<file path="src/rtl/cpc_ram_pkg.sv">
// Shared types for the CPC RAM-expansion banker: block schemes, FSM states and the
// port-select tag carried in data[7:6] of a bank-configuration write.
package cpc_ram_pkg;

  typedef enum logic [2:0] {C0, C1, C2, C3, C4, C5, C6, C7} scheme_t;

  typedef enum logic [1:0] {IO_IDLE, IO_HELD, IO_COMMIT} io_state_t;

  typedef enum logic {M_IDLE, M_ACT} mem_state_t;

  localparam logic [1:0] PORT_SEL_DATA = 2'b11;

endpackage

</file>
<file path="src/rtl/cpc_ram_banker_decode.sv">
// Combinational scheme/page decode: SRAM select, upper SRAM address and the A15/A14
// overdrive request for the current access.
module cpc_ram_decode
  import cpc_ram_pkg::*;
#(
  parameter int BANK_BITS   = 3,
  parameter int MODE464     = 1,
  parameter int SHADOW_BANK = 7
) (
  input  scheme_t              scheme,
  input  logic [1:0]           page,
  input  logic [BANK_BITS-1:0] bank,
  output logic                 ramcs_b_r,
  output logic [BANK_BITS+1:0] ramadrhi,
  output logic                 od_a15,
  output logic                 od_a15_val,
  output logic                 od_a14
);

  localparam logic [BANK_BITS-1:0] SHADOW   = BANK_BITS'(SHADOW_BANK);
  // "Internal" pages hit the shadow bank when the expansion provides the base 64K.
  localparam logic                 INT_CS_B = (MODE464 == 0);

  always_comb begin
    ramcs_b_r  = INT_CS_B;
    ramadrhi   = {SHADOW, page};
    od_a15     = 1'b0;
    od_a15_val = 1'b0;
    od_a14     = 1'b0;
    case (scheme)
      C0: ;
      C1: begin
        if (page == 2'd3) begin
          ramcs_b_r = 1'b0;
          ramadrhi  = {bank, 2'd3};
          od_a15    = 1'b1;
          od_a14    = 1'b1;
        end
      end
      C2: begin
        ramcs_b_r = 1'b0;
        ramadrhi  = {bank, page};
        od_a15    = 1'b1;
        od_a14    = 1'b1;
      end
      C3: begin
        if (page == 2'd3) begin
          ramcs_b_r = 1'b0;
          ramadrhi  = {bank, 2'd3};
          od_a15    = 1'b1;
          od_a14    = 1'b1;
        end else if (page == 2'd1) begin
          // Page 1 shows internal page 3; A15 is pulled high so base RAM agrees.
          ramadrhi   = {SHADOW, 2'd3};
          od_a15     = 1'b1;
          od_a15_val = 1'b1;
        end
      end
      default: begin
        if (page == 2'd1) begin
          ramcs_b_r = 1'b0;
          ramadrhi  = {bank, scheme[1:0]};
          od_a15    = 1'b1;
          od_a14    = 1'b1;
        end
      end
    endcase
  end

endmodule

</file>
<file path="src/rtl/cpc_ram_banker.sv">
// CPC RAM-expansion bank controller: captures &7Fxx bank writes (commit two clocks after
// IORQ ends, deferred while MREQ is low) and decodes each memory access onto the SRAM.
module cpc_ram_banker
  import cpc_ram_pkg::*;
#(
  parameter int BANK_BITS   = 3,
  parameter int MODE464     = 1,
  parameter int SHADOW_BANK = 7,
  parameter int OVERDRIVE   = 1
) (
  input  logic                 clk,
  input  logic                 reset_b,
  input  logic                 iorq_b,
  input  logic                 mreq_b,
  input  logic                 wr_b,
  input  logic                 ramrd_b,
  input  logic                 adr15,
  input  logic                 adr14,
  input  logic [2:0]           adr_port,
  input  logic [7:0]           data,
  output logic                 ramcs_b,
  output logic                 ramoe_b,
  output logic                 ramwe_b,
  output logic                 ramdis,
  output logic [BANK_BITS+1:0] ramadrhi,
  output logic                 a15_oe,
  output logic                 a15_val,
  output logic                 a14_oe,
  output logic [BANK_BITS+2:0] bank_cfg
);

  localparam logic [BANK_BITS-1:0] SHADOW       = BANK_BITS'(SHADOW_BANK);
  localparam logic [BANK_BITS-1:0] SHADOW_ALIAS = {SHADOW[BANK_BITS-1:1], 1'b0};
  localparam logic                 ALIAS_EN     = (MODE464 != 0);
  localparam logic                 OD_EN        = (OVERDRIVE != 0);

  io_state_t            io_state;
  mem_state_t           m_state;
  logic [BANK_BITS+2:0] pending;
  logic [BANK_BITS+2:0] port_word;
  logic [1:0]           page_lat;
  logic [1:0]           page_sel;
  logic [BANK_BITS-1:0] cfg_bank;
  logic [BANK_BITS-1:0] bank_eff;
  logic                 port_hit;
  logic                 dec_cs_b_r;
  logic [BANK_BITS+1:0] dec_adrhi;
  logic                 dec_od_a15;
  logic                 dec_od_a15_val;
  logic                 dec_od_a14;
  logic                 unused_adr_port;

  assign unused_adr_port = ^adr_port;

  if (BANK_BITS > 3) begin : g_ext_bank
    assign port_word = {adr_port[BANK_BITS-4:0], data[5:0]};
  end else begin : g_base_bank
    assign port_word = data[5:0];
  end

  assign port_hit = !iorq_b && !wr_b && !adr15 && (data[7:6] == PORT_SEL_DATA);

  always_ff @(posedge clk or negedge reset_b) begin
    if (!reset_b) begin
      io_state <= IO_IDLE;
      pending  <= '0;
      bank_cfg <= '0;
    end else begin
      case (io_state)
        IO_IDLE: begin
          if (port_hit) begin
            pending  <= port_word;
            io_state <= IO_HELD;
          end
        end
        IO_HELD: if (iorq_b) io_state <= IO_COMMIT;
        IO_COMMIT: begin
          // Never remap underneath an access in flight.
          if (mreq_b) begin
            bank_cfg <= pending;
            io_state <= IO_IDLE;
          end
        end
        default: io_state <= IO_IDLE;
      endcase
    end
  end

  // Latched page keeps the mapping stable once we start overdriving A15/A14.
  assign page_sel = (m_state == M_ACT) ? page_lat : {adr15, adr14};
  assign cfg_bank = bank_cfg[BANK_BITS+2:3];
  assign bank_eff = (ALIAS_EN && cfg_bank == SHADOW) ? SHADOW_ALIAS : cfg_bank;

  cpc_ram_decode #(
    .BANK_BITS  (BANK_BITS),
    .MODE464    (MODE464),
    .SHADOW_BANK(SHADOW_BANK)
  ) u_decode (
    .scheme    (scheme_t'(bank_cfg[2:0])),
    .page      (page_sel),
    .bank      (bank_eff),
    .ramcs_b_r (dec_cs_b_r),
    .ramadrhi  (dec_adrhi),
    .od_a15    (dec_od_a15),
    .od_a15_val(dec_od_a15_val),
    .od_a14    (dec_od_a14)
  );

  always_ff @(posedge clk or negedge reset_b) begin
    if (!reset_b) begin
      m_state  <= M_IDLE;
      page_lat <= 2'b00;
      a15_oe   <= 1'b0;
      a15_val  <= 1'b0;
      a14_oe   <= 1'b0;
    end else begin
      case (m_state)
        M_IDLE: begin
          if (!mreq_b) begin
            m_state  <= M_ACT;
            page_lat <= {adr15, adr14};
            a15_oe   <= OD_EN && dec_od_a15;
            a15_val  <= OD_EN && dec_od_a15_val;
            a14_oe   <= OD_EN && dec_od_a14;
          end
        end
        M_ACT: begin
          if (mreq_b) begin
            m_state <= M_IDLE;
            a15_oe  <= 1'b0;
            a15_val <= 1'b0;
            a14_oe  <= 1'b0;
          end
        end
        default: m_state <= M_IDLE;
      endcase
    end
  end

  assign ramcs_b  = !reset_b || dec_cs_b_r || mreq_b;
  assign ramdis   = reset_b ? !dec_cs_b_r : ALIAS_EN;
  assign ramadrhi = reset_b ? dec_adrhi : '0;
  assign ramoe_b  = ramrd_b;
  assign ramwe_b  = wr_b;

endmodule
</file>
<file path="config.mk">
export PLATFORM = sky130hd
export DESIGN_NAME = cpc_ram_banker
export DESIGN_NICKNAME = d
export VERILOG_FILES = /design/src/rtl/cpc_ram_pkg.sv /design/src/rtl/cpc_ram_banker_decode.sv /design/src/rtl/cpc_ram_banker.sv
export SDC_FILE = /design/constraint.sdc
export NUM_CORES = 1
export LEC_CHECK = 0
export CORE_ASPECT_RATIO = 0.9
export CORE_MARGIN = 2
export CORE_UTILIZATION = 45
export DETAILED_ROUTE_END_ITERATION = 16
export PLACE_DENSITY = 0.93
export SLEW_MARGIN = 10
export SYNTH_ARGS = -nofsm -noshare
export SYNTH_HDL_FRONTEND = slang
export SYNTH_HIERARCHICAL = 1
export SYNTH_SLANG_ARGS = --single-unit
</file>
<file path="constraint.sdc">
create_clock -name clk -period 3.9 [get_ports clk]
set_input_delay 0.585 -clock clk [delete_from_list [all_inputs] [get_ports clk]]
set_output_delay 0.585 -clock clk [all_outputs]
set_load 0.01 [all_outputs]
</file>
==> results of run 1 <==
==> per-stage QoR <==
step | instances | total power [mW] | hold slack [ns]
final | 146 | 0.614 | 0.494
after global routing | 146 | 0.656 | 0.532
after CTS | 146 | 0.622 | 0.498
after detailed placement | 143 | 0.526 | 0.479
after global placement | 143 | 0.514 | 0.465
after floorplan | 91 | 0.413 | 0.289
==> power breakdown <==
part | internal [mW] | total (mW) | switching, mW
sequential | 0.253 | 0.293 | 0.0403
combinational | 0.143 | 0.226 | 0.0837
clock | 0.0360 | 0.0951 | 0.0591
==> kinds of logic (layout without fill, tap and decap cells) <==
group | count (synthesis) | count (layout)
fa+ha+maj | 1 | 1
buf+inv | 12 | 40
other cells | 1 | 1
mux | 16 | 16
simple gates | 30 | 30
compound gates | 11 | 11
flops | 20 | 20
==> cells in the mapped netlist, types with 2 or more instances <==
cell type | instances | area [µm²]
dfrtp_1 | 20 | 500
mux2_2 | 16 | 180
nand2_1 | 12 | 45.0
inv_1 | 6 | 22.5
and2_1 | 5 | 31.3
buf_4 | 3 | 22.5
nor2_1 | 3 | 11.3
o21ai_0 | 3 | 15.0
o31ai_1 | 3 | 22.5
clkbuf_1 | 2 | 7.51
nand2b_1 | 2 | 12.5
==> area by class of cell <==
| type | count | area, µm² | share of cell area [%] |
|---|---|---|---|
| repair buffers | 31 | 308 | 23.0 |
| clock buffers | 3 | 22.5 | 1.68 |
| multi-input cells | 59 | 453 | 33.8 |
| inverters | 6 | 22.5 | 1.68 |
| flip-flops and latches | 20 | 500 | 37.3 |
| well taps | 27 | 33.8 | 2.52 |
==> layer usage <==
layer	routed length (µm)	track usage, %	up-vias
met4	48	7.50	0
met2	1080	31.9	19
li1	-	-	366
met3	92	2.76	5
met5	0	0	-
met1	747	17.8	357
==> state kept, by name (all words and copies together) (netlist names) <==
signal / flops
a14_oe: 1
a15_oe: 1
a15_val: 1
bank_cfg: 6
io_state: 2
m_state: 1
page_lat: 2
pending: 6
==> worst max-delay path by stage <==
stage                from          end  slack [ns]  depth (start not counted)
detailed placement  adr15  ramadrhi[2]        0.82                          6
global placement    adr15  ramadrhi[2]        0.85                          6
global route        adr15  ramadrhi[2]        0.74                          6
CTS                 adr15  ramadrhi[2]        0.82                          6
finish              adr15  ramadrhi[2]        0.83                          6
floorplan           adr14  ramadrhi[2]        1.86                          4
==> critical path: cells and delay by family <==
kind / cells / cell delay [ns]
muxes: 1 / 0.33
buffers and inverters: 2 / 0.99
and+or+nand+nor: 2 / 0.37
AOI/OAI and AO/OA: 1 / 0.21
==> flow_metrics.tcl, run 1 <==
set metrics [dict create \
    path_clk_slew_ns 0.10 \
    core_area_mm2 0.00216 \
    end_kind "output pin" \
    syn_area_mm2 0.00102 \
    area_delta_synth_final_pct 31.7 \
    port_buffers 30 \
    synth_mux_area_share_pct 17.7 \
    critical_path_required_ns 3.31 \
    synth_edf_count 0 \
    cts_num_sinks 20 \
    cp.arrival_ns 2.49 \
    holdCritPathClass "flip-flop to flip-flop" \
    cp-start-kind "input pin" \
    synthAdderAreaFrac_pct 1.23 \
    crit_type "input pin to output pin" \
    yosysWarnings 6 \
    track_usage_pct 17.1 \
    fillCellCount 180 \
    final_cell_mix "30 x clkdlybuf4s50_1, 20 x dfrtp_1, 16 x mux2_2, 12 x nand2_1, 6 x inv_1" \
    clock_path_buffers 2 \
    finalWirelength_mm 1.97 \
    grt_max_degree 23 \
    post_dp_cell_area_mm2 0.00132 \
    cts_tree "yes" \
    tns_ns 0 \
    final_area_mm2 0.00134 \
    rsz0062_at_grt "false" \
    fp.dieW_um 54.1 \
    max_freq_ghz 0.325 \
    yosys_register_bits 20 \
    synth_fp_nets 111 \
    drcViolationCount 0 \
    synth_top_family_by_area "multiplexers" \
    syn_inst 91 \
    htree_levels 1 \
    dp_hpwl_mm 1.59 \
    cts-resized-gates 0 \
    vias 747 \
    async_flop_share_pct 100 \
    nets 141 \
    dieArea_mm2 0.00266 \
    crit_path_cell_trace "clkdlybuf4s50_1 > mux2_2 > and4b_4 > o31ai_1 > and2_1 > clkdlybuf4s50_1" \
    leakage_nw 0.578 \
    cp_common_cell "clkdlybuf4s50_1" \
    start_util_pct 47.0 \
    wl_per_cell_um 13.5 \
    synth.avg_cell_area_um2 11.2 \
    hold_viol 0 \
    min_path_cells 2 \
    numCtsBuffers 3 \
    grt_pass1_wl_mm 3.27 \
    ys_seq_area_share_pct 49.2 \
    antenna_found_initial 0 \
    dr.pass1.iters 4 \
    critPathMaxStageDelay_ns 0.53 \
    p_per_area_mw_per_mm2 458 \
    drv_cap 0 \
    grt_pass1_vias 758 \
    setup_violations 0 \
    rrSetupSlack_ns 2.28 \
    drtIter0Drc 9 \
    antenna_cells 0 \
    gp_congestion 0.724 \
    ir_worst_vdd_mv 0.236 \
    slew_violations 0 \
    crit_slowest_cell "clkdlybuf4s50_1" \
    post-cts-setup-buffers 0 \
    worst_r2r_path_depth 5 \
    rows 16 \
    die_h_um 49.1 \
    synth-simple-area-share_pct 17.5 \
    grt_overflow 0 \
    synth_ff_type "dfrtp_1" \
    rr_startpoint "m_state" \
    drive_above_1_share_pct 21.0 \
    cts_hold_buf 0 \
    min_period_ns 3.07 \
    cts-root-buf "clkbuf_4" \
    final.setup.worst_slack_ns 0.828 \
    io-pin-count 37 \
    ant_nets 0 \
    fin_worst_skew_ns 0.00236 \
    outcome "finished, final reports clean" \
    clk_latency_ns 0.30 \
    fin_util_pct 62.0 \
    hp-start "a15_oe" \
    min_period_over_period_pct 78.8 \
    path_max_fanout 5 \
    holdPathEnd "a15_oe" \
    synth_xor_area_share_pct 0 \
    worst_r2r_endpoint "a14_oe" \
    synth-compound-area-share_pct 7.75 \
    place_ws_ns 0.817 \
    final_common_cell "clkdlybuf4s50_1" \
    synth_cell_type_count 27 \
    vias_per_cell 5.12 \
]
Note: power is estimated with default switching activity, not from simulation.
==> inputs of run 2 (changes only) <==
--- a/config.mk
+++ b/config.mk
@@ -7,9 +7,9 @@
 export LEC_CHECK = 0
 export CORE_ASPECT_RATIO = 0.9
 export CORE_MARGIN = 2
-export CORE_UTILIZATION = 45
+export CORE_UTILIZATION = 43
 export DETAILED_ROUTE_END_ITERATION = 16
-export PLACE_DENSITY = 0.93
+export PLACE_DENSITY = 0.9
 export SLEW_MARGIN = 10
 export SYNTH_ARGS = -nofsm -noshare
 export SYNTH_HDL_FRONTEND = slang
==> constraint.sdc (replaced) <==
create_clock -name clk -period 3 [get_ports clk]
set_input_delay 0.45 -clock clk [delete_from_list [all_inputs] [get_ports clk]]
set_output_delay 0.45 -clock clk [all_outputs]
set_load 0.01 [all_outputs]
==> flow_metrics.tcl, run 2 (synthesized netlist as in run 1, its figures left out) <==
set metrics [dict create \
    rows 16 \
    min_period_over_period_pct 93.7 \
    drcViolationCount 0 \
    die_h_um 50.1 \
    clock_path_buffers 2 \
    wl_per_cell_um 13.7 \
    antenna_found_initial 0 \
    clk_latency_ns 0.30 \
    swShare_pct 29.9 \
    min_period_ns 2.81 \
    grt_max_degree 12 \
    leakage_nw 0.590 \
    dieArea_mm2 0.00277 \
    cts_hold_buf 0 \
    p_seq_share_pct 45.8 \
    post-cts-setup-buffers 0 \
    crit_path_cell_trace "clkdlybuf4s50_1 > mux2_2 > and4b_4 > o31ai_1 > and2_1 > clkdlybuf4s50_1" \
    cp-start-kind "input pin" \
    final_common_cell "clkdlybuf4s50_1" \
    nets 142 \
    crit_slowest_cell "clkdlybuf4s50_1" \
    area_delta_synth_final_pct 33.8 \
    end_kind "output pin" \
    top_regs "bank_cfg x6, pending x6" \
    setup_violations 0 \
    final_cell_mix "30 x clkdlybuf4s50_1, 20 x dfrtp_1, 16 x mux2_2, 12 x nand2_1, 6 x inv_1" \
    rsz0062_at_grt "false" \
    grt_pass1_vias 744 \
    worstPathBufferInverterCount 2 \
    p_per_area_mw_per_mm2 617 \
    drtIter0Drc 13 \
    critical_path_required_ns 2.55 \
    holdCritPathClass "input pin to asynchronous set/reset pin" \
    port_buffers 30 \
    numCtsBuffers 3 \
    cts_tree "yes" \
    drv_cap 0 \
    io-pin-count 37 \
    instances_no_fill 148 \
    finalWirelength_mm 2.03 \
    drive_above_1_share_pct 22.3 \
    ant_nets 0 \
    cts-resized-gates 0 \
    antenna_cells 0 \
    outcome "finished, final reports clean" \
    ir_worst_vdd_mv 0.378 \
    slew_violations 0 \
    cts-root-buf "clkbuf_4" \
    p_sw_mw 0.251 \
    cp_common_cell "clkdlybuf4s50_1" \
    cts_num_sinks 20 \
    p_clk_share_pct 18.8 \
    dp_hpwl_mm 1.64 \
    critPathTopFamily "buffers and inverters" \
    htree_levels 1 \
    crit_type "input pin to output pin" \
    hold_viol 0 \
    cp.arrival_ns 2.36 \
    grt_pass1_wl_mm 3.48 \
    fp.dieW_um 55.3 \
    max_freq_ghz 0.356 \
    track_usage_pct 16.2 \
    tns_ns 0 \
    vias 751 \
    core_area_mm2 0.00220 \
    critPathMaxStageDelay_ns 0.54 \
    fin_worst_skew_ns 0.00454 \
    power_frac_comb_pct 35.4 \
    grt_overflow 0 \
    vias_per_cell 5.07 \
    place_inst 144 \
    fillCellCount 194 \
    gp_congestion 0.739 \
    dr.pass1.iters 4 \
    start_util_pct 46.2 \
    path_clk_slew_ns 0.11 \
    p_int_mw 0.589 \
    path_max_fanout 5 \
]
-- run 2: final cells by class --
cell class                 count  area (µm²)  share of cell area, %
clock buffer                   4        36.3                   2.67
sequential                    20         500                   36.8
timing repair buffer          32         315                   23.2
inverter                       6        22.5                   1.65
multi-input combinational     59         453                   33.3
tap                           27        33.8                   2.48
-- run 2: final timing paths --
kind / from / to / slack, ns / depth (start not counted)
worst max-delay path: adr15 / ramadrhi[2] / 0.19 / 6
worst min-delay path: reset_b / a15_val / 0.43 / 1
worst max register to register: m_state / a15_oe / 1.36 / 5
worst min register to register: io_state[1] / io_state[1] / 0.49 / 1
max in group asynchronous: reset_b / bank_cfg[3] / 2.06 / 2
min in group clk: io_state[1] / io_state[1] / 0.49 / 1
-- run 2: per-stage QoR --
stage / instance area (µm²) / worst slack (ns) / power (mW) / util (%) / hold slack, ns
3_5_place_dp: 1330 / 0.182 / 0.690 / 60.2 / 0.474
3_3_place_gp: 1330 / 0.202 / 0.673 / 60.2 / 0.463
2_1_floorplan: 1020 / 1.23 / 0.536 / - / 0.154
4_1_cts: 1360 / 0.178 / 0.848 / 61.8 / 0.434
6_report: 1360 / 0.188 / 0.840 / 61.8 / 0.433
5_1_grt: 1360 / 0.0798 / 0.891 / 61.8 / 0.437
-- run 2: worst reg2reg max path, stage by stage, from the launching register on --
cell and delay (ns):
dfrtp_1 0.40, mux2_2 0.39, and3b_2 0.24, a311o_2 0.36
nand2_1 0.06, o21ai_0 0.07
-- run 2: power by group through the flow --
stage / sequential, mW / combinational, mW / clock, mW
detailed placement: 0.390 / 0.300 / 0
CTS: 0.384 / 0.301 / 0.163
global route: 0.394 / 0.323 / 0.174
finish: 0.385 / 0.297 / 0.158
global placement: 0.384 / 0.289 / 0
floorplan: 0.389 / 0.148 / 0
-- run 2: routing by layer --
metal	vias up	track usage, %	share of wire [%]
li1	370	-	-
met1	358	18.4	43
met2	21	29.4	52
met3	2	4.90	4.5
met4	0	4.88	0.49
met5	-	0	0
==> inputs of run 3 (changes only) <==
--- a/config.mk
+++ b/config.mk
@@ -10,7 +10,7 @@
 export CORE_UTILIZATION = 43
 export DETAILED_ROUTE_END_ITERATION = 16
 export PLACE_DENSITY = 0.9
-export SLEW_MARGIN = 10
+export SLEW_MARGIN = 20
 export SYNTH_ARGS = -nofsm -noshare
 export SYNTH_HDL_FRONTEND = slang
 export SYNTH_HIERARCHICAL = 1
==> results of run 3 <==
No change in the layout: final DEF, timing and power equal those of run 2.
==> RTL change 1, RTL diff (settings of run 2) <==
Add an input register stage for `data`, without a reset; this delays it by one clock. The other inputs are not delayed to match.
--- a/src/rtl/cpc_ram_banker.sv
+++ b/src/rtl/cpc_ram_banker.sv
@@ -34,6 +34,12 @@
   localparam logic                 ALIAS_EN     = (MODE464 != 0);
   localparam logic                 OD_EN        = (OVERDRIVE != 0);
 
+  logic [7:0] data_q;
+
+  always_ff @(posedge clk) begin
+    data_q <= data;
+  end
+
   io_state_t            io_state;
   mem_state_t           m_state;
   logic [BANK_BITS+2:0] pending;
@@ -53,12 +59,12 @@
   assign unused_adr_port = ^adr_port;
 
   if (BANK_BITS > 3) begin : g_ext_bank
-    assign port_word = {adr_port[BANK_BITS-4:0], data[5:0]};
+    assign port_word = {adr_port[BANK_BITS-4:0], data_q[5:0]};
   end else begin : g_base_bank
-    assign port_word = data[5:0];
+    assign port_word = data_q[5:0];
   end
 
-  assign port_hit = !iorq_b && !wr_b && !adr15 && (data[7:6] == PORT_SEL_DATA);
+  assign port_hit = !iorq_b && !wr_b && !adr15 && (data_q[7:6] == PORT_SEL_DATA);
 
   always_ff @(posedge clk or negedge reset_b) begin
     if (!reset_b) begin
Function: changed (Yosys sat finds a counterexample within 4 cycles, from zero or initial values and one cycle with reset_b low).
==> RTL change 1 against run 2 <==
Total power rose by 24%. Area after synthesis increased by 18%. Sequential cell count is 8 higher. Wire length down 1.1%. Sequential power increased by 29%. Setup slack better by 0.013 ns. Cell area increased by 15%. Combinational power rose by 3%. Count of clock-buffer cells in the layout decreased by 1. Largest power group unchanged. Highest routed layer unchanged.
==> RTL change 1: results (changes against run 2) <==
- The post-layout net count came to 150 (was 142).
- The total half-perimeter wirelength after legalization and detailed placement is 1640 µm (about the same).
* Area of placed instances: 0.00151 mm² (was 0.00133 mm²)
- The count of instances resized after the clock tree is built came to 0 (unchanged).
- Number of global-route vias before repair: 702 (was 744)
- The master of the slowest instance on the critical path is sky130_fd_sc_hd__clkdlybuf4s50_1 (unchanged).
- Fraction of final layout cells sized beyond drive strength 1: 0.209 (was 0.223)
* RePlAce Congestion: 0.814 (was 0.739)
- The clock transition at the registers of the reported paths came to 0.14 ns (was 0.11 ns).
- Number of antenna diodes: 0 (unchanged)
- The number of library cell types mapped by synthesis came to 29 (was 27).
- First-pass GRT wire length: 3060 µm (was 3480 µm)
- Worst hold margin: 0.479 ns (was 0.433 ns)
- Critical Path Fanout Max: 5 (unchanged)
- Length in cells of the worst reg-to-reg path: 5 (unchanged)
* Register Area: 661 µm² (was 500 µm²)
* Synth async-reset ratio: 0.714 (was 1.00)
- The worst reg-to-reg setup slack was 1.38 ns (was 1.36 ns).
- Post-synthesis sequential area ratio: 0.552 (was 0.492)
* Count of buffers inserted at the top-level ports: 30 (unchanged)
- The number of violations reported at the end of detailed-routing iteration 0 is 19 (was 13).
- Cell types with the largest area share after synthesis: sky130_fd_sc_hd__dfrtp_1 (42%), sky130_fd_sc_hd__dfxtp_1 (13%), sky130_fd_sc_hd__mux2_2 (9.4%) (was sky130_fd_sc_hd__dfrtp_1 (49%), sky130_fd_sc_hd__mux2_2 (18%), sky130_fd_sc_hd__nand2_1 (4.4%))
* Final-layout fill cell count: 229 (was 194)
* Largest net degree at the start of global routing: 17 (was 12)
- Wire length after detailed routing: 2010 µm (was 2030 µm)
* Biggest registers after layout: data_q (8), bank_cfg (6), pending (6) (was bank_cfg (6), pending (6))
- The clock reaches the later pin of the worst-skew pair after 0.31 ns.
* GRT Total Usage: 0.132 (was 0.162)
- Run status: completed (unchanged).
* Static power due to leakage: 0.696 nW (was 0.590 nW)
- The flip-flop cell with the highest count after synthesis is sky130_fd_sc_hd__dfrtp_1 (unchanged).
* Launch point of the worst reg-to-reg path: m_state$_DFF_PN0_ (unchanged)
- In this run the most critical hold path is launched from data_q[0]$_DFF_P_.
* Peak VDD IR: 0.315 mV (was 0.378 mV)
* Number of vias in the routed layout: 802 (was 751)
- Ranking of synthesized cells by instance count: sky130_fd_sc_hd__dfrtp_1 (20), sky130_fd_sc_hd__nand2_1 (12), sky130_fd_sc_hd__mux2_2 (10), sky130_fd_sc_hd__dfxtp_1 (8) (was sky130_fd_sc_hd__dfrtp_1 (20), sky130_fd_sc_hd__mux2_2 (16), sky130_fd_sc_hd__nand2_1 (12), sky130_fd_sc_hd__inv_1 (6), sky130_fd_sc_hd__and2_1 (5))
- Number of nets in the synthesized netlist: 119 (was 111)
- Clock skew: 0.00440 ns (was 0.00454 ns)
- Min-delay worst type: reg2reg (was in2async)
- The endpoint of the worst setup timing path is ramadrhi[3] (was ramadrhi[2]).
- Fin worst setup slack: 0.201 ns (was 0.188 ns)
[RTL change 1: cell count changes in the layout (fill, tap and decap cells not counted), sizes merged]
cell | run 2 | this run
bufinv | 0 | 1
clkbuf | 4 | 3
dfxtp | 0 | 8
nand3 | 1 | 0
nand4 | 0 | 1
nor3 | 0 | 1
nor4b | 2 | 1
[RTL change 1: cell type report]
| class | instances | area share |
|---|---|---|
| well taps | 30 | 0.0240 |
| clock buffers | 3 | 0.0144 |
| flip-flops and latches | 28 | 0.423 |
| clock inverters | 1 | 0.0192 |
| repair buffers | 32 | 0.202 |
| inverters | 6 | 0.0144 |
| multi-input cells | 59 | 0.303 |
[RTL change 1: cell families (layout without fill, tap and decap cells)]
kind of cell | Yosys count | in the layout | share of synthesized area
adder cells (fa/ha/maj) | 1 | 1 | 0.0104
AO/OA/AOI/OAI | 11 | 11 | 0.0658
AND/OR/NAND/NOR | 30 | 30 | 0.146
multiplexers | 16 | 16 | 0.169
other | 1 | 1 | 0.00313
flip-flops | 28 | 28 | 0.552
buffers and inverters | 12 | 42 | 0.0533
[RTL change 1: per-layer routing]
layer	global-route usage	up-vias	wire length, µm
li1	-	394	-
met1	0.146	376	817
met2	0.240	28	1040
met3	0.0264	4	116
met4	0.0667	0	37
met5	0	-	0
[RTL change 1: through the flow]
stage          cells  utilization
2_1_floorplan     99            -
3_3_place_gp     155        0.558
3_5_place_dp     155        0.558
4_1_cts          159        0.578
5_1_grt          159        0.578
6_report         159        0.578
[RTL change 1: power breakdown]
part / leakage [nW] / switching (W) / total (W) / internal (W)
Combinational: 0.343 / 0.000108 / 0.000306 / 0.000198
Clock: 0.0279 / 0.000101 / 0.000236 / 0.000135
Sequential: 0.325 / 0.0000570 / 0.000497 / 0.000440
Total: 0.696 / 0.000266 / 0.00104 / 0.000773
==> RTL change 2, RTL diff (settings of run 2) <==
Made on the original files. `BANK_BITS` is set to 3 in 2 places; all go to 6.
--- a/src/rtl/cpc_ram_banker_decode.sv
+++ b/src/rtl/cpc_ram_banker_decode.sv
@@ -3,7 +3,7 @@
 module cpc_ram_decode
   import cpc_ram_pkg::*;
 #(
-  parameter int BANK_BITS   = 3,
+  parameter int BANK_BITS   = 6,
   parameter int MODE464     = 1,
   parameter int SHADOW_BANK = 7
 ) (
--- a/src/rtl/cpc_ram_banker.sv
+++ b/src/rtl/cpc_ram_banker.sv
@@ -3,7 +3,7 @@
 module cpc_ram_banker
   import cpc_ram_pkg::*;
 #(
-  parameter int BANK_BITS   = 3,
+  parameter int BANK_BITS   = 6,
   parameter int MODE464     = 1,
   parameter int SHADOW_BANK = 7,
   parameter int OVERDRIVE   = 1
Interface: changed (resized bank_cfg and ramadrhi); port bits go from 37 to 43. The function was not compared with the original's and may differ.
==> RTL change 2 against run 2 <==
Setup slack got worse by 0.060 ns. Area after synthesis grew 31%. Clock skew about the same. Critical path type unchanged. Total power is 30% higher. Sequential cell count up 6. Wire length grew 27%. Cell area is 31% higher. Largest cell class unchanged. Critical path depth is the same. First-iteration DRC count is 110% higher.
==> RTL change 2: results (changes against run 2) <==
* Run status: completed (unchanged)
- Critical Path Fanout Max: 8 (was 5)
- The antenna diode count came to 0 (unchanged).
- Clock skew: 0.00466 ns (was 0.00454 ns)
- Launch point of the worst reg-to-reg path: m_state$_DFF_PN0_ (unchanged)
- Static power due to leakage: 0.783 nW (was 0.590 nW)
- The overall routing resource usage was 0.158 (was 0.162).
* RePlAce Congestion: 0.769 (was 0.739)
- Peak VDD IR: 0.257 mV (was 0.378 mV)
- Clock latency on the worst-skew pair, taken at its later pin, is between 0.3 and 0.4 ns.
* Ranking of synthesized cells by instance count: sky130_fd_sc_hd__dfrtp_1 (26), sky130_fd_sc_hd__mux2_2 (13), sky130_fd_sc_hd__nand2_1 (13), sky130_fd_sc_hd__mux2_4 (9), sky130_fd_sc_hd__and2_1 (8) (was sky130_fd_sc_hd__dfrtp_1 (20), sky130_fd_sc_hd__mux2_2 (16), sky130_fd_sc_hd__nand2_1 (12), sky130_fd_sc_hd__inv_1 (6), sky130_fd_sc_hd__and2_1 (5))
* Wire length after detailed routing: 2570 µm (was 2030 µm)
* Post-detailed-route via-to-cell ratio: 4.97 (was 5.07)
- Biggest registers after layout: bank_cfg (9), pending (9) (was bank_cfg (6), pending (6))
- Number of global-route vias before repair: 953 (was 744)
* Worst Setup Slack post-DPL: 0.127 ns (was 0.182 ns)
* Number of levels in the clock H-tree: 1 (unchanged)
* DPL Wire Length: 2050 µm (was 1640 µm)
* Setup crit start: adr15 (unchanged)
- The maximum buffer depth of the clock tree is 2 (unchanged).
- First-pass GRT wire length: 4370 µm (was 3480 µm)
- Synthesized-area fraction occupied by xor and xnor cells: 0 (unchanged)
- Count of buffers inserted at the top-level ports: 39 (was 30)
- Root buffer selected by CTS: sky130_fd_sc_hd__clkbuf_4 (unchanged)
- The ratio of cells with drive above 1 in the final layout came to 0.205 (was 0.223).
- Post CTS Setup Buffer Count: 0 (unchanged)
- The area share of fa/ha/maj cells after synthesis came to 0.00938 (was 0.0123).
* Clock-pin slew of the registers on the worst-case setup and hold paths: 0.13 ns (was 0.11 ns)
* Fraction of the mapped netlist area in compound gates: 0.0760 (was 0.0775)
- Initial antenna violation count: 0 (unchanged)
* Largest net degree at the start of global routing: 16 (was 12)
- Cell types with the largest area share after synthesis: sky130_fd_sc_hd__dfrtp_1 (49%), sky130_fd_sc_hd__mux2_2 (11%), sky130_fd_sc_hd__mux2_4 (10%) (was sky130_fd_sc_hd__dfrtp_1 (49%), sky130_fd_sc_hd__mux2_2 (18%), sky130_fd_sc_hd__nand2_1 (4.4%))
* Final net count: 172 (was 142)
* Distinct cell type count of the synthesized netlist: 30 (was 27)
- The number of violations reported at the end of detailed-routing iteration 0 is 27 (was 13).
- The sequential-to-total area share from yosys stat was 0.488 (was 0.492).
- The worst hold path class is in2async (unchanged).
- Iteration count of the initial detailed-routing pass: 4 (unchanged)
- The proportion of synthesized area in mux cells was 0.211 (was 0.177).
* Number of nets in the synthesized netlist: 135 (was 111)
- The master of the slowest instance on the critical path is sky130_fd_sc_hd__clkdlybuf4s50_1 (unchanged).
RTL change 2: cell count changes after synthesis, sizes merged, moves of 3 or more:
cell / before / now
a31oi: 0 / 3
mux2: 16 / 22
and2: 5 / 8
a31o: 0 / 3
clkbuf: 2 / 5
dfrtp: 20 / 26
o31ai: 3 / 0
RTL change 2: critical path, delay by kind of cell:
family | cells | cell delay (ns)
buf+inv | 2 | 1.06
mux | 1 | 0.20
simple gates | 2 | 0.44
compound gates | 1 | 0.27
RTL change 2: power breakdown:
| part | internal, W | total, W | leakage (nW) | switching (W) |
|---|---|---|---|---|
| clock | 0.0000740 | 0.000171 | 0.0210 | 0.0000968 |
| sequential | 0.000433 | 0.000511 | 0.334 | 0.0000779 |
| combinational | 0.000264 | 0.000409 | 0.429 | 0.000145 |
| total | 0.000771 | 0.00109 | 0.783 | 0.000320 |
RTL change 2: path summary, 6_finish.rpt:
check	endpoint	slack (ns)	depth (start not counted)
max	ramadrhi[5]	0.13	6
max in group asynchronous	pending[7]$_DFFE_PN0P_	2.00	2
min in group clk	a14_oe$_DFFE_PN0P_	0.50	2
min	io_state[0]$_DFFE_PN0P_	0.45	1
min reg2reg	a14_oe$_DFFE_PN0P_	0.50	2
max reg2reg	a15_oe$_DFFE_PN0P_	1.47	5
RTL change 2: final cells by class:
| class | count | area (µm²) |
|---|---|---|
| Tap cell | 42 | 52.6 |
| Sequential cell | 26 | 651 |
| Timing Repair Buffer | 42 | 413 |
| Multi-Input combinational cell | 73 | 607 |
| Clock buffer | 4 | 36.3 |
| Inverter | 6 | 22.5 |
| Fill cell | 255 | 1210 |
RTL change 2: kinds of logic (layout without fill, tap and decap cells):
logic type,count (synthesis),after routing
simple gates,35,35
flops,26,26
mux,22,22
buf+inv,16,52
compound gates,14,14
fa+ha+maj,1,1
other cells,1,1
RTL change 2: metrics by stage:
| stage | power (W) | hold WS, ns | cells | area (µm²) |
|---|---|---|---|---|
| global route | 0.00115 | 0.461 | 193 | 1780 |
| finish | 0.00109 | 0.454 | 193 | 1780 |
| global placement | 0.000911 | 0.462 | 189 | 1740 |
| floorplan | 0.000736 | 0.154 | 115 | 1330 |
| CTS | 0.00110 | 0.458 | 193 | 1780 |
| detailed placement | 0.000927 | 0.479 | 189 | 1740 |
RTL change 2: metal layers:
layer	up-vias	wire, µm	GRT usage
met2	23	1400	0.306
met5	-	0	0
li1	464	-	-
met3	2	94	0.0240
met1	470	1050	0.174
met4	0	29	0.0571
